## config.mk

```make
export PLATFORM = sky130hd
export DESIGN_NAME = lcd_line_driver
export DESIGN_NICKNAME = d
export VERILOG_FILES = /design/src/rtl/lcd_line_driver_pkg.sv /design/src/rtl/lcd_line_driver_tick.sv /design/src/rtl/lcd_line_driver.sv
export SDC_FILE = /design/constraint.sdc
export NUM_CORES = 1
export LEC_CHECK = 0
export CORE_UTILIZATION = 57
export DETAILED_ROUTE_END_ITERATION = 16
export PLACE_DENSITY = 0.86
export SLEW_MARGIN = 25
export SYNTH_ARGS = -nofsm -noshare
export SYNTH_HDL_FRONTEND = slang
export SYNTH_SLANG_ARGS = --single-unit
export TNS_END_PERCENT = 1
```

## constraint.sdc

```tcl
create_clock -name clk -period 5.5 [get_ports clk]
set_clock_uncertainty 0.1 [all_clocks]
set_input_delay 0.825 -clock clk [delete_from_list [all_inputs] [get_ports clk]]
set_output_delay 0.825 -clock clk [all_outputs]
set_load 0.05 [all_outputs]
```

## src/rtl/lcd_line_driver_pkg.sv

```systemverilog
// lcd_line_driver_pkg: state encoding, HD44780 command bytes and row helpers
package lcd_line_driver_pkg;

    typedef enum logic [2:0] {PWR_WAIT, INIT, CLR_WAIT, ADDR1, ROW1, ADDR2, ROW2} state_t;

    typedef enum logic [1:0] {SETUP, PULSE, HOLD} phase_t;

    localparam logic [7:0] CMD_FUNC_SET = 8'h38;
    localparam logic [7:0] CMD_DISP_ON  = 8'h0C;
    localparam logic [7:0] CMD_ENTRY    = 8'h06;
    localparam logic [7:0] CMD_CLEAR    = 8'h01;
    localparam logic [7:0] CMD_ROW1     = 8'h80;
    localparam logic [7:0] CMD_ROW2     = 8'hC0;

    localparam logic [127:0] BLANK_ROW = {16{8'h20}};

    function automatic logic [7:0] init_cmd(input logic [1:0] i);
        return i == 2'd0 ? CMD_FUNC_SET : i == 2'd1 ? CMD_DISP_ON : i == 2'd2 ? CMD_ENTRY : CMD_CLEAR;
    endfunction

    // char 0 sits in the top byte of a row
    function automatic logic [7:0] row_char(input logic [127:0] row, input logic [3:0] i);
        logic [127:0] s;
        s = row << {i, 3'b000};
        return s[127:120];
    endfunction

endpackage

```

## src/rtl/lcd_line_driver_tick.sv

```systemverilog
// lcd_tick_gen: free-running divider producing a one-clk tick every TICK_DIV clocks
module lcd_tick_gen #(
    parameter int TICK_DIV = 100
) (
    input  logic clk,
    input  logic rst,
    output logic tick
);
    localparam int CW = $clog2(TICK_DIV);

    logic [CW-1:0] cnt;

    assign tick = cnt == CW'(TICK_DIV - 1);

    // count 0..TICK_DIV-1 and wrap on the tick
    always_ff @(posedge clk or negedge rst) begin
        if (!rst) cnt <= '0;
        else cnt <= tick ? '0 : cnt + CW'(1);
    end
endmodule

```

## src/rtl/lcd_line_driver.sv

```systemverilog
// lcd_line_driver: powers up an HD44780 in 8-bit mode and refreshes two 16-char rows forever
module lcd_line_driver
    import lcd_line_driver_pkg::*;
#(
    parameter int TICK_DIV  = 100,
    parameter int PWR_TICKS = 20000,
    parameter int CLR_TICKS = 2000
) (
    input  logic         clk,
    input  logic         rst,
    input  logic [127:0] line1,
    input  logic [127:0] line2,
    output logic         lcd_e,
    output logic         lcd_rs,
    output logic         lcd_rw,
    output logic [7:0]   lcd_data,
    output logic         init_done,
    output logic         frame_done
);
    localparam int WAIT_MAX = PWR_TICKS > CLR_TICKS ? PWR_TICKS : CLR_TICKS;
    localparam int WW = $clog2(WAIT_MAX + 1);

    state_t         state;
    phase_t         phase;
    logic [WW-1:0]  wcnt;
    logic [3:0]     idx;
    logic [127:0]   snap1;
    logic [127:0]   snap2;
    logic           tick;
    logic           last_char;

    lcd_tick_gen #(.TICK_DIV(TICK_DIV)) u_tick (
        .clk  (clk),
        .rst  (rst),
        .tick (tick)
    );

    assign lcd_rw    = 1'b0;
    assign last_char = idx == 4'd15;

    // sequencer: each write is SETUP/PULSE/HOLD ticks; the next byte is loaded as HOLD ends
    always_ff @(posedge clk or negedge rst) begin
        if (!rst) begin
            state      <= PWR_WAIT;
            phase      <= SETUP;
            wcnt       <= '0;
            idx        <= '0;
            snap1      <= BLANK_ROW;
            snap2      <= BLANK_ROW;
            lcd_e      <= 1'b0;
            lcd_rs     <= 1'b0;
            lcd_data   <= 8'h00;
            init_done  <= 1'b0;
            frame_done <= 1'b0;
        end else begin
            frame_done <= 1'b0;
            if (tick) begin
                case (state)
                    PWR_WAIT: begin
                        if (wcnt == WW'(PWR_TICKS - 1)) begin
                            wcnt     <= '0;
                            state    <= INIT;
                            lcd_rs   <= 1'b0;
                            lcd_data <= CMD_FUNC_SET;
                        end else begin
                            wcnt <= wcnt + WW'(1);
                        end
                    end
                    CLR_WAIT: begin
                        if (wcnt == WW'(CLR_TICKS - 1)) begin
                            wcnt      <= '0;
                            init_done <= 1'b1;
                            state     <= ADDR1;
                            snap1     <= line1;
                            snap2     <= line2;
                            lcd_rs    <= 1'b0;
                            lcd_data  <= CMD_ROW1;
                        end else begin
                            wcnt <= wcnt + WW'(1);
                        end
                    end
                    default: begin
                        case (phase)
                            SETUP: begin
                                lcd_e <= 1'b1;
                                phase <= PULSE;
                            end
                            PULSE: begin
                                lcd_e <= 1'b0;
                                phase <= HOLD;
                            end
                            default: begin
                                phase <= SETUP;
                                case (state)
                                    INIT: begin
                                        if (idx == 4'd3) begin
                                            idx   <= '0;
                                            state <= CLR_WAIT;
                                        end else begin
                                            idx      <= idx + 4'd1;
                                            lcd_data <= init_cmd(idx[1:0] + 2'd1);
                                        end
                                    end
                                    ADDR1: begin
                                        state    <= ROW1;
                                        lcd_rs   <= 1'b1;
                                        lcd_data <= row_char(snap1, 4'd0);
                                    end
                                    ROW1: begin
                                        if (last_char) begin
                                            idx      <= '0;
                                            state    <= ADDR2;
                                            lcd_rs   <= 1'b0;
                                            lcd_data <= CMD_ROW2;
                                        end else begin
                                            idx      <= idx + 4'd1;
                                            lcd_data <= row_char(snap1, idx + 4'd1);
                                        end
                                    end
                                    ADDR2: begin
                                        state    <= ROW2;
                                        lcd_rs   <= 1'b1;
                                        lcd_data <= row_char(snap2, 4'd0);
                                    end
                                    default: begin
                                        if (last_char) begin
                                            idx        <= '0;
                                            state      <= ADDR1;
                                            frame_done <= 1'b1;
                                            snap1      <= line1;
                                            snap2      <= line2;
                                            lcd_rs     <= 1'b0;
                                            lcd_data   <= CMD_ROW1;
                                        end else begin
                                            idx      <= idx + 4'd1;
                                            lcd_data <= row_char(snap2, idx + 4'd1);
                                        end
                                    end
                                endcase
                            end
                        endcase
                    end
                endcase
            end
        end
    end
endmodule

```

==> results.cfg <==
[yosys]
synth-seq-area-share = 0.5262
synth_simple_gate_area_share = 0.06713
post_synth_main_area_contributors = dfrtp_1 (47%), mux2_1 (19%), mux4_2 (10%)
synth_seq_cells = 299
post_synth_fa_ha_maj_area_fraction = 0.005252
synthesized_area_fraction_occupied_by_xor_and_xnor_cells = 0.01339
postSynthNetCount = 1269
main_combinational_cell_family_by_area_after_synthesis = multiplexers
synth_flop_cell = dfrtp_1
synth_async_sr_flop_share = 1.000
edff_count_synth = 0
number_of_library_cell_types_mapped_by_synthesis = 65
post_synth_mux_area_share = 0.3120
number_of_warnings_reported_in_the_yosys_synthesis_log = 0
syn_area_per_cell_sq_um = 14.22
synth_compound_gate_area_share = 0.03659
synth_largest_area_cell = dfrtp_1
synth.cell_area_sq_um = 14290
synthesized_netlist_cell_count = 1005
post-synth-top-area-fraction = 0.4674

[outcome]
result_of_the_run = complete, no violations

[setup_path]
reg_to_reg_setup_timing_slack_ns = 1.94
crit_path_max_fanout = 67
worst_setup_path_endpoint = lcd_data[7]
kind_of_end_point_of_the_critical_path = flip-flop
timing.critical_path.cells = inv_1 -> ha_4 -> mux4_2 -> mux4_2 -> nand2b_1 -> a41oi_2 -> a21oi_1
critical_path_startpoint_category = flip-flop
path_class = flip-flop to flip-flop
critical-path-max-stage-delay_ns = 1.01
critPathSlowestCell = ha_4
worst_ep_required_time_ns = 5.84
path_common_cell = mux4_2
crit_arrival_ns = 3.90
timing.critical_path.from = idx[0]
rr_endpoint = lcd_data[7]
ff2ff_path_depth = 7
reg2reg_launch_point = idx[0]

[die]
coreArea_sq_um = 24460
die_ar_sq_um = 25720
die_h_microns = 160.4
placement_rows = 57
io_pins = 271
floorplan.initialDensity = 0.5844
fp.dieW_microns = 160.4

[clock_tree]
cts_setup_buffers = 0
cts_resized = 0
cts_hold_buf = 0
cts.sinks = 299
cts_tree = done
cts.root.buffer_cell = clkbuf_16
ctsHtreeMaxLevel = 1
path_clk_slew_ns = 0.06
cts_buffers = 30
clock_path_buffers = 3
clk_latency_ns = 0.57

[sta]
tightest_slew_ns = 1.033
slew_viol_final = 0
timing.fmax_ghz = 0.2810
rsz0062_at_grt = no
maxSlewHeadroom = 0.3110
min_period_ns = 3.559
fin_setup_tns_ns = 0
setup_viol = 0
finalHoldViolations = 0
final.period_utilization = 0.6471

[hold_path]
min-delay-path-class = primary input to async pin

[pwr]
p_sw_w = 0.0009482
largest_voltage_drop_on_the_vdd_net_mv = 0.2292
power_frac_clock = 0.461
p_leak_nw = 8.396
combPwrFrac = 0.054
p_sw_frac = 0.2089
power.sequential.fraction = 0.485
pwr_density_cell_nw_per_um2 = 251.4
cell_internal_pwr_w = 0.003590

[cells_and_area]
post_route_cells_drive_above_1_share = 0.1508
antenna-diode-count = 0
syn_to_final_growth_pct = 26.29
final_util = 0.7380
most_common_cell_after_layout_fill_and_taps_aside = clkdlybuf4s50_1
fin_nets = 1513
layout_common_cells = clkdlybuf4s50_1 (268), dfrtp_1 (266), mux2_1 (240)

[drt]
drt_iter0_drc = 842
detailedRoute.firstPassIterationCount = 5
detail_route.wirelength_mm = 35.10
ant_nets = 0
drc = 0
route.detailed.wl_per_inst_microns = 21.98
detail_route.vias_per_cell = 5.877
via_count = 9386

[flow_run]
cap_violations = 0

[placed_design]
dp.final_hpwl_mm = 24.39
routabilityCongestion = 0.9212
buffer_ports.inserted = 269

[global_route]
maximum_number_of_pins_on_one_net_before_global_route_repair = 134
grt_usage = 0.2789
grt_first_pass_wirelength_mm = 55.76
antenna_found_initial = 1
grt.overflow.total = 0
grt_pass1_vias = 10056
[worst max-delay path: cells and delay by family, from the launching register on]
| kind | cells | cell delay, ns |
|---|---|---|
| multiplexers | 2 | 0.90 |
| buffers and inverters | 1 | 0.19 |
| AND/OR/NAND/NOR | 1 | 0.17 |
| adder cells (fa/ha/maj) | 1 | 1.01 |
| flip-flops | 1 | 0.78 |
| AO/OA/AOI/OAI | 2 | 0.27 |
[routing by layer]
metal,global-route usage,share of wire,vias to the layer above,wire [microns]
met1,0.3631,0.39,4781,13800
met3,0.05553,0.065,76,2294
met5,0,0,-,0
li1,-,-,4165,-
met2,0.4725,0.51,364,17750
met4,0.09004,0.036,0,1249
[stage by stage]
| stage | hold WS [ns] | total power [W] | setup slack (ns) | cells | area [sq um] |
|---|---|---|---|---|---|
| after floorplan | 0.3311 | 0.002245 | 2.416 | 1005 | 14300 |
| after global placement | 0.3437 | 0.002487 | 1.970 | 1540 | 17000 |
| after detailed placement | 0.3637 | 0.002487 | 1.903 | 1540 | 17010 |
| after CTS | 0.3156 | 0.004570 | 1.891 | 1596 | 18030 |
| after global routing | 0.09918 | 0.004664 | 1.687 | 1597 | 18050 |
| final | 0.07526 | 0.004539 | 1.941 | 1597 | 18050 |
[Yosys cell counts (2+ instances only)]
| master | count |
|---|---|
| a2111oi_0 | 4 |
| a21o_1 | 3 |
| a21oi_1 | 23 |
| a221oi_1 | 2 |
| a22o_1 | 2 |
| a31oi_1 | 4 |
| a41oi_1 | 3 |
| and2_1 | 2 |
| and3_1 | 6 |
| buf_2 | 15 |
| buf_4 | 5 |
| buf_6 | 31 |
| clkbuf_1 | 13 |
| dfrtp_1 | 267 |
| dfstp_2 | 32 |
| ha_1 | 6 |
| inv_1 | 7 |
| mux2_1 | 240 |
| mux2_2 | 17 |
| mux2i_1 | 8 |
| mux4_2 | 66 |
| nand2_1 | 91 |
| nand2b_1 | 5 |
| nand3_1 | 25 |
| nand4_1 | 5 |
| nor2_1 | 24 |
| nor2b_1 | 4 |
| nor3_1 | 12 |
| o211ai_1 | 2 |
| o21ai_0 | 15 |
| o221ai_1 | 3 |
| o22ai_1 | 3 |
| o31ai_1 | 4 |
| or3_1 | 6 |
| or3b_2 | 2 |
| xnor2_1 | 12 |
| xor2_1 | 8 |
[flip-flops by register name, indices dropped and copies added, names as in the netlist]
register	flops
frame_done	1
idx	4
init_done	1
lcd_data	8
lcd_e	1
lcd_rs	1
phase	2
snap1	128
snap2	128
state	3
u_tick.cnt	7
wcnt	15
[kinds of logic after synthesis]
family / Yosys count
AOI/OAI and AO/OA: 78
and+or+nand+nor: 195
buffers and inverters: 74
other: 1
adders and majority gates: 6
DFF: 299
muxes: 331
xor gates and xnor gates: 21
[power groups by stage]
stage	clock network, W	logic (W)	registers, W
2_1_floorplan	0	0.00000374	0.00224
3_5_place_dp	0	0.000247	0.00224
6_report	0.00209	0.000247	0.00220
5_1_grt	0.00220	0.000264	0.00220
3_3_place_gp	0	0.000247	0.00224
4_1_cts	0.00212	0.000249	0.00220
[final cells by class]
| class | instances | area (sq um) |
|---|---|---|
| Inverter | 8 | 30.03 |
| Clock inverter | 15 | 167.7 |
| Timing Repair Buffer | 278 | 2823 |
| Sequential cell | 299 | 7526 |
| Tap cell | 324 | 405.4 |
| Multi-Input combinational cell | 632 | 6250 |
| Fill cell | 1531 | 6409 |
| Clock buffer | 41 | 852.1 |
[worst min path at each step]
stage | start | end | slack [ns] | depth (start not counted)
6_report | rst | snap1[67] | 0.08 | 1
5_1_grt | rst | snap1[67] | 0.1 | 1
3_5_place_dp | u_tick.cnt[0] | u_tick.cnt[0] | 0.36 | 1
3_3_place_gp | u_tick.cnt[0] | u_tick.cnt[0] | 0.34 | 1
4_1_cts | rst | snap1[67] | 0.32 | 1
2_1_floorplan | u_tick.cnt[0] | u_tick.cnt[0] | 0.33 | 1
(Power assumes the default switching activity.)
